`src/rtl/sdram_rr_arbiter.sv`:
```
// Round-robin arbiter sharing one single-word SDRAM controller port among four requesters.
// Optional done-watchdog is built in when ARB_TIMEOUT_EN is defined.
//
// state   | meaning
// IDLE    | no access in flight; arbitrate among iREQ bits
// ISSUE   | strobe and oSDR_* held for the granted port until iSDR_DONE
// RELEASE | access finished; wait for iSDR_DONE to fall before re-arbitrating
module sdram_rr_arbiter #(
  parameter int ASIZE   = 22,
  parameter int DSIZE   = 16,
  parameter int TIMEOUT = 255
) (
  input  logic               iCLK,
  input  logic               iRST_n,
  input  logic [3:0]         iREQ,
  input  logic [3:0]         iWR,
  input  logic [4*ASIZE-1:0] iADDR,
  input  logic [4*DSIZE-1:0] iDATA,
  output logic [3:0]         oACK,
  output logic [DSIZE-1:0]   oDATA,
  output logic [1:0]         oGNT_ID,
  output logic               oTIMEOUT,
  output logic [ASIZE-1:0]   oSDR_ADDR,
  output logic [DSIZE-1:0]   oSDR_DATA,
  output logic               oSDR_RD,
  output logic               oSDR_WR,
  input  logic [DSIZE-1:0]   iSDR_DATA,
  input  logic               iSDR_DONE
);

  typedef enum logic [1:0] {IDLE, ISSUE, RELEASE} state_t;

  state_t     state;
  logic [1:0] last;
  logic [1:0] win;

  // Walk from the farthest candidate to the nearest so the port right after
  // the last winner takes priority; the last winner itself ranks lowest.
  function automatic logic [1:0] rr_pick(input logic [3:0] req, input logic [1:0] prev);
    logic [1:0] idx;
    rr_pick = prev;
    for (int k = 4; k >= 1; k--) begin
      idx = prev + 2'(k);
      if (req[idx]) rr_pick = idx;
    end
  endfunction

  assign win = rr_pick(iREQ, last);

`ifdef ARB_TIMEOUT_EN
  localparam int CNT_W = ($clog2(TIMEOUT + 1) > 8) ? $clog2(TIMEOUT + 1) : 8;
  logic [CNT_W-1:0] cnt;
`else
  // The watchdog limit only matters when the watchdog is built in.
  logic unused_timeout_cfg;
  assign unused_timeout_cfg = ^TIMEOUT;
  assign oTIMEOUT           = 1'b0;
`endif

  always_ff @(posedge iCLK or negedge iRST_n) begin
    if (!iRST_n) begin
      state     <= IDLE;
      last      <= 2'd3;
      oACK      <= '0;
      oDATA     <= '0;
      oGNT_ID   <= '0;
      oSDR_ADDR <= '0;
      oSDR_DATA <= '0;
      oSDR_RD   <= 1'b0;
      oSDR_WR   <= 1'b0;
`ifdef ARB_TIMEOUT_EN
      cnt       <= '0;
      oTIMEOUT  <= 1'b0;
`endif
    end else begin
      oACK <= '0;
`ifdef ARB_TIMEOUT_EN
      oTIMEOUT <= 1'b0;
`endif
      case (state)
        IDLE: begin
          if (|iREQ) begin
            oSDR_WR   <= iWR[win];
            oSDR_RD   <= ~iWR[win];
            oSDR_ADDR <= iADDR[win*ASIZE +: ASIZE];
            oSDR_DATA <= iDATA[win*DSIZE +: DSIZE];
            oGNT_ID   <= win;
            last      <= win;
`ifdef ARB_TIMEOUT_EN
            cnt       <= '0;
`endif
            state     <= ISSUE;
          end
        end
        ISSUE: begin
          if (iSDR_DONE) begin
            oSDR_RD <= 1'b0;
            oSDR_WR <= 1'b0;
            if (oSDR_RD) oDATA <= iSDR_DATA;
            oACK    <= 4'b0001 << oGNT_ID;
            state   <= RELEASE;
          end
`ifdef ARB_TIMEOUT_EN
          // cnt is 0 on the first ISSUE cycle, so TIMEOUT-1 marks the last allowed one.
          else if (cnt == CNT_W'(TIMEOUT - 1)) begin
            oSDR_RD  <= 1'b0;
            oSDR_WR  <= 1'b0;
            oDATA    <= '0;
            oACK     <= 4'b0001 << oGNT_ID;
            oTIMEOUT <= 1'b1;
            state    <= RELEASE;
          end else begin
            cnt <= cnt + 1'b1;
          end
`endif
        end
        RELEASE: begin
          if (!iSDR_DONE) state <= IDLE;
        end
        default: state <= IDLE;
      endcase
    end
  end

endmodule

```
`config.mk`:
```
export PLATFORM = sky130hd
export DESIGN_NAME = sdram_rr_arbiter
export DESIGN_NICKNAME = d
export VERILOG_FILES = /design/src/rtl/sdram_rr_arbiter.sv
export SDC_FILE = /design/constraint.sdc
export NUM_CORES = 1
export LEC_CHECK = 0
export BUFFER_PORTS_ARGS = -buffer_cell sky130_fd_sc_hd__clkbuf_2
export CAP_MARGIN = 0
export CORE_MARGIN = 2
export CORE_UTILIZATION = 44
export CTS_CLUSTER_DIAMETER = 200
export DETAILED_ROUTE_END_ITERATION = 12
export HOLD_SLACK_MARGIN = 0.12
export PLACE_DENSITY = 0.9
export SLEW_MARGIN = 25
export SYNTH_ARGS = -nofsm -noshare
export SYNTH_HDL_FRONTEND = slang
export SYNTH_SLANG_ARGS = --single-unit
```
`constraint.sdc`:
```
create_clock -name iCLK -period 4.9 [get_ports iCLK]
set_clock_uncertainty 0.1 [all_clocks]
set_input_delay 0.49 -clock iCLK [delete_from_list [all_inputs] [get_ports iCLK]]
set_output_delay 0.49 -clock iCLK [all_outputs]
set_load 0.03 [all_outputs]
```
Word level (Yosys, flattened, before mapping)
Cells that the tools add are included.

Bitwise gates (word level): 1. Eq/ne operators: 5. Order comparisons: 4. Reduce and logical (&&, ||, !) cells: 7. Multiply operators: 1. Shifts and indexed selects: 3. Add/sub/neg operators: 3. Multiplexer cells: 22.

Operators by type and width (count): variable part select 88 x 8 -> 22 bit (1); variable part select 64 x 7 -> 16 bit (1); < comparator 2 x 3 -> 1 bit, second input constant (4); 2-to-1 mux 2 bit (6); AND reduction 3 bit (3); binary-select mux 1 bit (select 2 bit) (4); 2-to-1 mux 4 bit (2); 2-to-1 mux 1 bit (7); multiplier 2 x 4 -> 6 bit, second input constant (1); inequality test 2 bit, second input constant (3); case mux 2 bit (3 select lines) (1); adder 2 bit, second input constant (2); case mux 1 bit (2 select lines) (2); OR reduction 4 bit (1); left shift 1 x 2 -> 4 bit, first input constant (1); adder 2 x 1 -> 2 bit, second input constant (1); equality test 2 x 1 -> 1 bit, second input constant (1); equality test 2 bit, second input constant (1); logical NOT 2 bit (1); AND reduction 2 bit (1); nonzero test 2 bit (1); NOT 1 bit (1).

Output and inout port bits: 63. Logic and storage cells: 55. Register bits: 66.

Longest topological paths before layout
Depth in word-level cells: 11. Mapped depth: 8. Mapped depth without buffers: 5.

Worst setup path before layout
OpenSTA, ideal clock, no wires.

Path kind: register to register. Start point: register last[0]. End point: register oSDR_ADDR[13]. Period minus slack after synthesis: 1836 ps. Stages on the path, launching flop included: 9. Arrival time: 1594 ps. Slack: 3064 ps. Buffers on the path: 3. Setup time: 142 ps. Data required time: 4658 ps. Path through: dfstp_2 > nand2b_1 > a21oi_2 > nor3_2 > buf_4 > buf_6 > buf_12 > mux2i_1 > o221ai_1.

Word-level cells in the longest chain between the ends: 8.

RTL lines: start, declared (RTL line 34) `logic [1:0] last;`; start signal, assigned (RTL line 88) `last <= win;`; adder 2 bit (RTL line 43) `idx = prev + 2'(k);`; binary-select mux 1 bit (select 2 bit) (RTL line 44) `if (req[idx]) rr_pick = idx;`; 2-to-1 mux 1 bit (not written as such) (RTL line 44); 2-to-1 mux 2 bit (2 in a row) (RTL line 44); 2-to-1 mux 2 bit * (RTL line 44); multiplier 2 x 4 -> 6 bit * (RTL line 85) `oSDR_ADDR <= iADDR[win*ASIZE +: ASIZE];`; variable part select 88 x 8 -> 22 bit * (RTL line 85); end signal, assigned (RTL line 85); end, declared (RTL line 23) `output logic [ASIZE-1:0] oSDR_ADDR,`.

Mark *: on every way between the ends. The rest lies on a longest branch, timed or not. The select of a mux whose other input is x is not followed. A chain may end at the register's enable or synchronous reset.

Worst setup path after layout
Start point: register last[0]. End point: register oSDR_ADDR[11].

The elaborated chain is that of the path after synthesis.

==> reports/metrics.json <==
{
  "timing": {
    "timing_max_transition_violations_final": 0,
    "report.final.setup_viol": 0,
    "tightest_slew_ps": 818,
    "layout_worst_path_cycle_share_pct": 53.9,
    "slew_margin_rel_pct": 45.5,
    "period_minus_slack_ps": 2640,
    "finalHoldViolCount": 0,
    "finalSetupTns_ps": 0,
    "grt_setup_unrepaired": "false",
    "finalWorstSetupSlack_ps": 2260,
    "max_clock_freq_mhz": 378
  },
  "worst_setup_path": {
    "slowest_delay_ps": 600,
    "required_ps": 4990,
    "worstSetupPathType": "reg -> reg",
    "cp_slowest_cell": "nor3_4",
    "crit_path_start_kind": "register",
    "end_kind": "register",
    "timing.critical_path.cells": "nand2b_1, a21oi_2, nor3_4, buf_12, mux2i_1, o221ai_1",
    "timing.critical_path.fanout_max": 71,
    "worst_ep_arrival_time_ps": 2730
  },
  "floorplanning": {
    "area_enclosed_by_the_die_boundary_mm2": 0.00873,
    "io-pin-count": 242,
    "die_height_um": 93.4,
    "floorplan.die.width_um": 93.4,
    "floorplan.initialDensity_pct": 45.5,
    "core_box_area_mm2": 0.00773,
    "floorplan.rows": 32
  },
  "clock_network": {
    "post-cts-setup-buffer-count": 0,
    "tritoncts": "yes",
    "clock_latency_ps": 330,
    "clock_sink_count": 66,
    "post_cts.resized_instances": 0,
    "cts_buffers": 9,
    "worst_setup_hold_path_clk_slew_ps": 80,
    "cts_root_buf": "clkbuf_8",
    "hold_buffers": 0,
    "maximum_count_of_clock_buffers_along_a_single_path": 2,
    "h-tree-depth": 3
  },
  "detailed_routing": {
    "detail_route.iter0.violations": 108,
    "route.antenna.remaining_nets": 0,
    "drt-pass1-iter-count": 4,
    "wirelength_um": 10000,
    "drt-wirelength-per-cell_um": 15.5,
    "detailroute.via_count": 3382,
    "route.detailed.vias_per_inst": 5.24,
    "drc": 0
  },
  "synthesis": {
    "yosys-top-cells-count": "mux2i_1, dfrtp_1, nand2_1",
    "post-synth-top-area-cell": "dfrtp_1",
    "synth_cell_types": 36,
    "post-synth-top-count-cell": "mux2i_1",
    "synth.top_cells.by_area": "dfrtp_1, mux2i_1, o221ai_1, mux2_2, nand2_1",
    "synth_area_per_cell_um2": 11.5,
    "sequential_element_share_of_the_synthesized_area_pct": 47.0,
    "post_synthesis_register_bit_count": 66,
    "number_of_enable_flip_flop_cells_after_synthesis": 0,
    "ys.warnings.count": 0,
    "syn_inst": 305,
    "netlist_area_mm2": 0.00352,
    "synth_flop_cell": "dfrtp_1",
    "synth_nets": 484,
    "ys_async_sr_fraction_pct": 100,
    "synthDominantCellAreaShare_pct": 45.5
  },
  "power_and_ir_drop": {
    "power_per_cell_area_mw_per_mm2": 682,
    "power.static_leakage_nw": 2.77,
    "max-vdd-ir-drop_mv": 0.351
  },
  "global_routing": {
    "grt_antenna_before_repair": 0,
    "grt_start_max_net_pins": 72,
    "gr-total-overflow": 0,
    "grt.total_usage_pct": 22.3,
    "global_route_wire_length_before_repair_um": 15300,
    "first_global_vias": 3279
  },
  "place": {
    "globalplace.congestion": 0.725,
    "placed_cell_area_mm2": 0.00474,
    "hpwlAfterDp_um": 7720,
    "placement_stage_worst_setup_slack_ps": 2090,
    "placement.io_buffers": 240
  },
  "layout": {
    "final_net_count": 717,
    "drive_gt1_share_pct": 52.5,
    "diodes": 0,
    "layout-area-overhead-vs-synth_pct": 41.1,
    "final_area_mm2": 0.00497
  },
  "flow_run": {
    "cap_viol_max_count": 0
  },
  "status": {
    "outcome": "finished, final reports clean"
  },
  "worst_hold_path": {
    "min-delay-path-class": "in -> async"
  }
}
[final timing paths]
path	start	to	slack, ps	cells past startpoint
setup / recovery	last[0]$_DFFE_PN1P_	oSDR_ADDR[11]$_DFFE_PN0P_	2260	6
max in group asynchronous	iRST_n	oDATA[6]$_DFFE_PN0P_	3930	2
min in group iCLK	iSDR_DONE	state[0]$_DFFE_PN0P_	280	2
hold reg to reg	oSDR_DATA[14]$_DFFE_PN0P_	oSDR_DATA[14]$_DFFE_PN0P_	390	2
hold / removal	iRST_n	oSDR_DATA[10]$_DFFE_PN0P_	230	2
setup reg to reg	last[0]$_DFFE_PN1P_	oSDR_ADDR[11]$_DFFE_PN0P_	2260	6
[final cells by class]
type | count | area (um2)
Clock buffer | 9 | 124
Clock inverter | 7 | 70.1
Fill cell | 616 | 2760
Inverter | 2 | 7.51
Multi-Input combinational cell | 214 | 1710
Sequential cell | 66 | 1650
Tap cell | 102 | 128
Timing Repair Buffer | 245 | 1270
[sequential cells by signal, summed over array words and instances, names as in the netlist]
| signal | count |
|---|---|
| oSDR_ADDR | 22 |
| oDATA | 16 |
| oSDR_DATA | 16 |
| oACK | 4 |
| last | 2 |
| oGNT_ID | 2 |
| state | 2 |
| oSDR_RD | 1 |
| oSDR_WR | 1 |
[kinds of logic (layout without fill, tap and decap cells)]
kind of cell	Yosys count	count (layout)	share of synthesized area, %
other cells	1	1	0.107
mux	93	93	27.0
simple gates	67	67	8.71
flops	66	66	47.0
buf+inv	25	263	4.76
compound gates	53	53	12.4
[metal layers]
layer	track usage [%]	share of wire [%]	up-vias
li1	-	-	1610
met3	5.08	7.8	14
met2	39.1	52	175
met5	0	0	-
met1	27.8	39	1583
met4	5.64	1.2	0
[placed cells by master, fill, tap and decap left out, types with 3 or more instances in the layout]
cell type    n
or2_1        3
clkbuf_8     9
clkinv_2     3
nand2b_1     6
a21oi_1      4
nor2_1       5
mux2i_1     77
nand2_1     45
o221ai_1    38
mux2_2      16
clkbuf_2   239
dfrtp_1     64
buf_4        3
[critical path: cells and delay by family (launching register included)]
family | cells | cell delay [ps]
mux | 1 | 310
simple gates | 2 | 760
compound gates | 2 | 240
flops | 1 | 560
buf+inv | 1 | 420
[report_power, final]
group / internal (W) / switching, W
clock network: 0.000234 / 0.000209
registers: 0.000821 / 0.000155
logic: 0.000732 / 0.00124
total: 0.00179 / 0.00160
[per-stage QoR]
stage	power, W	instances	hold WS, ps	util [%]
floorplan	0.00243	305	94.4	-
global route	0.00359	645	262	64.3
detailed placement	0.00293	628	374	61.4
finish	0.00339	645	234	64.3
CTS	0.00338	644	258	63.9
global placement	0.00285	628	370	61.4
Note: power is estimated with default switching activity, not from simulation.
